File: src/rtl/cla_slice_subtractor_if.sv
// Handshake/bus bundle for cla_slice_subtractor.
//   start/a/b/bin : request side, driven by the master (sequential control)
//   busy/done     : status, driven by the subtractor
//   diff/bout/ovf : result, valid on the done pulse and held until the next completion
interface cla_slice_subtractor_if #(
  parameter int WIDTH = 16
);
  logic             start;
  logic [WIDTH-1:0] a;
  logic [WIDTH-1:0] b;
  logic             bin;
  logic             busy;
  logic             done;
  logic [WIDTH-1:0] diff;
  logic             bout;
  logic             ovf;

  modport master (
    output start, a, b, bin,
    input  busy, done, diff, bout, ovf
  );

  modport slave (
    input  start, a, b, bin,
    output busy, done, diff, bout, ovf
  );
endinterface

File: src/rtl/cla_slice_subtractor.sv
// Multi-cycle WIDTH-bit subtractor: diff = a - b - bin.
// One 4-bit slice per clock, LSB slice first, through a borrow-lookahead stage.
// The slice borrow is registered between cycles.
// Ports:
//   clk : clock, all state changes on the rising edge
//   rst : synchronous active-high reset, has priority over start
//   bus : slave side of cla_slice_subtractor_if
//         (start/a/b/bin in; busy/done/diff/bout/ovf out)

// 4-bit borrow-lookahead slice. Each borrow is a flat sum of products,
// so there is no ripple path through the slice.
module cla_slice_bla4 (
  input  logic [3:0] a,
  input  logic [3:0] b,
  input  logic       cin,
  output logic [3:0] d,
  output logic       cout
);
  logic [3:0] g, p;
  logic [4:0] c;

  assign g = ~a & b;      // this bit generates a borrow
  assign p = ~(a ^ b);    // equal bits pass an incoming borrow through

  assign c[0] = cin;
  assign c[1] = g[0] | (p[0] & cin);
  assign c[2] = g[1] | (p[1] & g[0]) | (p[1] & p[0] & cin);
  assign c[3] = g[2] | (p[2] & g[1]) | (p[2] & p[1] & g[0])
              | (p[2] & p[1] & p[0] & cin);
  assign c[4] = g[3] | (p[3] & g[2]) | (p[3] & p[2] & g[1])
              | (p[3] & p[2] & p[1] & g[0])
              | (p[3] & p[2] & p[1] & p[0] & cin);

  assign d    = a ^ b ^ c[3:0];
  assign cout = c[4];
endmodule

module cla_slice_subtractor #(
  parameter int WIDTH = 16
) (
  input logic                   clk,
  input logic                   rst,
  cla_slice_subtractor_if.slave bus
);
  localparam int NSLICE = WIDTH / 4;
  localparam int KW     = (NSLICE > 1) ? $clog2(NSLICE) : 1;
  localparam logic [KW-1:0] KLAST = KW'(NSLICE - 1);

  typedef enum logic {IDLE, RUN} state_t;

  state_t           state, state_nx;
  logic [KW-1:0]    k;
  logic [WIDTH-1:0] wa, wb, wd;     // latched operands and partial result
  logic             brw;            // borrow carried into the current slice
  logic [WIDTH-1:0] diff_q;
  logic             bout_q, ovf_q, done_q;

  logic [3:0]       sa, sb, sd;
  logic             sbo;
  logic [WIDTH-1:0] res;            // working result with the current slice merged in
  logic             last;

  // Current slice operands.
  always_comb begin
    sa = wa[4*k +: 4];
    sb = wb[4*k +: 4];
  end

  cla_slice_bla4 u_bla (
    .a    (sa),
    .b    (sb),
    .cin  (brw),
    .d    (sd),
    .cout (sbo)
  );

  always_comb begin
    res = wd;
    res[4*k +: 4] = sd;
  end

  assign last = (state == RUN) && (k == KLAST);

  // Next-state logic.
  always_comb begin
    state_nx = state;
    case (state)
      IDLE: if (bus.start) state_nx = RUN;
      RUN:  if (k == KLAST) state_nx = IDLE;
      default: state_nx = IDLE;
    endcase
  end

  always_ff @(posedge clk) begin
    if (rst) state <= IDLE;
    else     state <= state_nx;
  end

  // Datapath; result registers only move on completion or reset.
  always_ff @(posedge clk) begin
    if (rst) begin
      k      <= '0;
      wa     <= '0;
      wb     <= '0;
      wd     <= '0;
      brw    <= 1'b0;
      diff_q <= '0;
      bout_q <= 1'b0;
      ovf_q  <= 1'b0;
      done_q <= 1'b0;
    end else begin
      done_q <= 1'b0;
      if (state == IDLE) begin
        if (bus.start) begin
          wa  <= bus.a;
          wb  <= bus.b;
          wd  <= '0;
          brw <= bus.bin;
          k   <= '0;
        end
      end else begin
        wd  <= res;
        brw <= sbo;
        k   <= k + 1'b1;
        if (last) begin
          diff_q <= res;
          bout_q <= sbo;
          // Operand signs differ and the result sign departs from the minuend.
          ovf_q  <= (wa[WIDTH-1] != wb[WIDTH-1]) & (res[WIDTH-1] != wa[WIDTH-1]);
          done_q <= 1'b1;
          k      <= '0;
        end
      end
    end
  end

  assign bus.busy = (state == RUN);
  assign bus.done = done_q;
  assign bus.diff = diff_q;
  assign bus.bout = bout_q;
  assign bus.ovf  = ovf_q;
endmodule

File: src/flat_wrapper.sv
// flat-port wrapper written by rule: the top's interface ports become plain ports
module cla_slice_subtractor_flat 
#(
  parameter int WIDTH = 16
)
  (clk, rst, bus_start, bus_a, bus_b, bus_bin, bus_busy, bus_done, bus_diff, bus_bout, bus_ovf);
  cla_slice_subtractor_if #(.WIDTH(WIDTH)) bus_i ();
  input logic clk;
  input logic rst;
  input wire logic [$bits(bus_i.start)-1:0] bus_start;
  input wire logic [$bits(bus_i.a)-1:0] bus_a;
  input wire logic [$bits(bus_i.b)-1:0] bus_b;
  input wire logic [$bits(bus_i.bin)-1:0] bus_bin;
  output wire logic [$bits(bus_i.busy)-1:0] bus_busy;
  output wire logic [$bits(bus_i.done)-1:0] bus_done;
  output wire logic [$bits(bus_i.diff)-1:0] bus_diff;
  output wire logic [$bits(bus_i.bout)-1:0] bus_bout;
  output wire logic [$bits(bus_i.ovf)-1:0] bus_ovf;
  assign bus_i.start = bus_start;
  assign bus_i.a = bus_a;
  assign bus_i.b = bus_b;
  assign bus_i.bin = bus_bin;
  assign bus_busy = bus_i.busy;
  assign bus_done = bus_i.done;
  assign bus_diff = bus_i.diff;
  assign bus_bout = bus_i.bout;
  assign bus_ovf = bus_i.ovf;
  cla_slice_subtractor #(.WIDTH(WIDTH)) u_core (.clk(clk), .rst(rst), .bus(bus_i));
endmodule
File: config.mk
export PLATFORM = sky130hd
export DESIGN_NAME = cla_slice_subtractor_flat
export DESIGN_NICKNAME = d
export VERILOG_FILES = /design/src/rtl/cla_slice_subtractor_if.sv /design/src/rtl/cla_slice_subtractor.sv /design/src/flat_wrapper.sv
export SDC_FILE = /design/constraint.sdc
export NUM_CORES = 1
export LEC_CHECK = 0
export CORE_MARGIN = 2
export CORE_UTILIZATION = 51
export DETAILED_ROUTE_END_ITERATION = 10
export GPL_TIMING_DRIVEN = 0
export PLACE_DENSITY = 0.85
export RECOVER_POWER = 50
export SLEW_MARGIN = 20
export SYNTH_ARGS = -nofsm -noshare
export SYNTH_HDL_FRONTEND = slang
export SYNTH_SLANG_ARGS = --single-unit
export TNS_END_PERCENT = 30
File: constraint.sdc
create_clock -name clk -period 3.3 [get_ports clk]
set_clock_uncertainty 0.15 [all_clocks]
set_input_delay 0.825 -clock clk [delete_from_list [all_inputs] [get_ports clk]]
set_output_delay 0.825 -clock clk [all_outputs]
set_load 0.005 [all_outputs]
==> metrics.md, run 1 <==
| Metric | Value |
|---|---|
| Sequential element share of the synthesized area | 45.42% |
| Grt ovf | 0 |
| Final Hold Vio Count | 0 |
| Buffers on Ports | 55 |
| EDFF count, synth | 0 |
| Antenna violations before repair | 0 |
| Largest net degree at the start of global routing | 11 |
| Worst setup path class | reg -> reg |
| ANT nets after route | 0 |
| CTS tree | done |
| Std-Cell Core Area | around 0.0055 sq mm |
| Routed met1 length | 3145 um |
| Simple logic cell fraction of the synthesized area | 20.97% |
| Pwr/cell area | 456.9 mW/mm^2 |
| Largest family of logic cells by synthesized area | simple AND/OR/NAND/NOR gates |
| Crit. End Element | flop |
| Yosys top cell area share | between 40% and 50% |
| Worst-Skew Late Latency | 0.34 ns |
| Met3 WL | 389 um |
| Top-count cell post-synth | nand2_1 |
| Cts-stage hold buffer count | 0 |
| Initial Utilization | 53.30% |
| Final wirelength | between 7000 and 8000 um |
| Synth Area in Compound Gates | 16.57% |
| Mean Syn Cell Area | 8.437 sq um |
| Die width | 80.09 um |
| Worst-case clock buffer depth | 2 |
| Status | completed |
| Nets | 462 |
| Synth Instances | 350 |
| Via-per-instance ratio | 5.418 |
| Met2 WL | between 3000 and 4000 um |
| Worst path cell trace | buf_2, mux4_2, ha_1, a41oi_1, o21ai_2, xnor2_2, nor2b_1, a22o_1 |
| Synth area leaders | dfxtp_1 45%, nand2_1 9.5%, a21oi_1 8.1%, mux4_2 6.1%, ha_1 3.8% |
| GP Congestion | 0.9784 |
| CTS Sinks | 67 |
| RSZ-0062 raised after global routing | no |
| Slowest CP cell | mux4_2 |
| Cell Area, Synth | roughly 0.0030 sq mm |
| Leakage power | between 1 and 1.5 nW |
| Slew margin rel. | 43.00% |
| Slew Viols, Final | 0 |
| Htree depth | 3 |
| Post-synth net total | 396 |
| Final worst path period share | 95.72% |
| Remaining DRCs | 0 |
| Synth top cells by count | 75 x nand2_1, 67 x dfxtp_1, 48 x a21oi_1 |
| Top layer used by detailed routing | met4 |
| CTS resizes | 0 |
| Share of cells above drive strength 1 | 6.413% |
| Minimum clock period | 3.159 ns |
| WL per Instance | 14.64 um |
| Routed vias | 2671 |
| Worst-path fanout max | 10 |
| DPL Wire Length | 5363 um |
| Final setup vio count | 0 |
| Hold Path Class | reg -> reg |
| Vias in the first global route | 2645 |
| Area delta synth->final | 26.91% |
| Post-synth cell types | 37 |
| Worst-path clk slew | 0.07 ns |
| Max incr delay on CP | 0.57 ns |
| Die area | between 0.006 and 0.007 sq mm |
| WHS Path Cells | 2 |
| Synthesized flop and latch total | 67 |
| I/O pin total | 56 |
| IR drop worst, VDD | 312.1 uV |
| Cell Rows | 27 |
| DRT Pass-1 Iters | 4 |
| Startpoint types | flop |
| Post-synthesis adder-cell area fraction | roughly 4.5% |
| Min Hold Slack | 0.3062 ns |
| First-pass GRT wire length | 12150 um |
| Final core occ | between 60 and 70% |
| CP arrival | between 3 and 4 ns |
| Ys Warns | 0 |
| CTS Buf Count | 9 |
| Most common flop cell mapped by yosys | dfxtp_1 |
| Worst Max-Slew Pin Slew | 0.8472 ns |
| Leading area contributor after synthesis | dfxtp_1 |
| Max cap viols | 0 |
| Diodes inserted | 0 |
| Total track usage | 24.97% |
| Post-synth ARST share | 0% |
| Drt first-iter violations | 165 |
| Clock root cell | clkbuf_8 |
| Post-synthesis xor/xnor area fraction | 1.144% |
| Postcts setup bufs | 0 |
| CP Data Required Time | 3.43 ns |
| Die Ht | 80.09 um |
| # fillers | approximately 470 |
| Reg2reg path depth | 8 |
| Fmax | 0.3166 GHz |
| Total negative slack | 0 ns |
| Mux share of post-synthesis cell area | 6.102% |
[layer usage]
metal,up-vias,global-route usage [%]
li1,1328,-
met1,1254,31.04
met2,77,41.08
met3,12,6.966
met4,0,9.661
met5,-,0
[layout make-up]
cell class                 instances  area (sq um)  area share (%)
buffer                            23         88.84           2.371
clock buffer                      13         138.9           3.706
clock inverter                     3         15.01          0.4007
inverter                          18         67.56           1.803
multi-input combinational        242          1455           38.83
sequential                        67          1341           35.79
tap                               72         90.09           2.404
timing repair buffer              55         550.5           14.69
[flip-flops by register name, indices dropped and copies added (netlist names)]
register         count
u_core.k             2
u_core.bus.bout      1
u_core.bus.ovf       1
u_core.wa           16
u_core.wd           12
u_core.bus.busy      1
u_core.bus.done      1
u_core.wb           16
u_core.bus.diff     16
u_core.brw           1
[logic make-up after synthesis]
| group | after synthesis |
|---|---|
| compound gates | 80 |
| xor+xnor | 3 |
| fa+ha+maj | 10 |
| buf+inv | 41 |
| flops | 67 |
| mux | 8 |
| simple gates | 141 |
[stage by stage]
| stage | setup slack [ns] | area, sq um | cells | power [mW] |
|---|---|---|---|---|
| finish | 0.1411 | 3747 | 493 | 1.712 |
| global route | 0.005377 | 3747 | 493 | 1.790 |
| CTS | 0.1783 | 3747 | 493 | 1.711 |
| detailed placement | 0.1948 | 3593 | 477 | 1.158 |
| global placement | 0.2440 | 3593 | 477 | 1.146 |
| floorplan | 0.5545 | 2953 | 350 | 1.051 |
[critical path: cells and delay by family, from the launching register on]
kind,cells,cell delay (ns)
flops,1,0.44
simple gates,1,0.30
xor+xnor,1,0.37
fa+ha+maj,1,0.35
buf+inv,1,0.35
mux,1,0.57
compound gates,3,0.56
[path summary, 6_finish.rpt]
| check | start | end | slack, ns |
|---|---|---|---|
| worst max-delay path | u_core.k[0]$_SDFFE_PP0P_ | u_core.wd[11]$_SDFFE_PP0P_ | 0.14 |
| worst min-delay path | u_core.bus.diff[13]$_SDFFE_PP0P_ | u_core.bus.diff[13]$_SDFFE_PP0P_ | 0.31 |
| worst max register to register | u_core.k[0]$_SDFFE_PP0P_ | u_core.wd[11]$_SDFFE_PP0P_ | 0.14 |
| worst min register to register | u_core.bus.diff[13]$_SDFFE_PP0P_ | u_core.bus.diff[13]$_SDFFE_PP0P_ | 0.31 |
[power breakdown]
group / switching, mW / internal, mW / total, mW
registers: 0.0211 / 0.839 / 0.861
clock network: 0.298 / 0.270 / 0.568
logic: 0.159 / 0.124 / 0.284
total: 0.479 / 1.23 / 1.71
[cell usage in the layout, fill, tap and decap left out, types with 2 or more instances in the layout]
master and count:
nand2_1 75, dfxtp_1 67, a21oi_1 48, clkdlybuf4s50_1 33, nor2_1 29, dlygate4sd3_1 22, clkbuf_1 21, inv_1 18
nor3_1 17, ha_1 9, clkbuf_8 9, mux4_2 8, a22o_1 6, a221oi_1 6, nand2b_1 5, o21ai_0 5
a211oi_1 4, buf_1 4, nor2b_1 4, clkinv_2 3, buf_2 2, and2_1 2, xnor2_1 2, a21o_1 2
and3_1 2, o22ai_1 2, a31oi_1 2
Note: power is estimated with default switching activity, not from simulation.
==> run 2, diff against run 1 <==
--- a/config.mk
+++ b/config.mk
@@ -5,6 +5,7 @@
 export SDC_FILE = /design/constraint.sdc
 export NUM_CORES = 1
 export LEC_CHECK = 0
+export CAP_MARGIN = 20
 export CORE_MARGIN = 2
 export CORE_UTILIZATION = 51
 export DETAILED_ROUTE_END_ITERATION = 10
==> results of run 2 <==
Same layout as run 1: the final DEF is identical, and so are final timing and power.
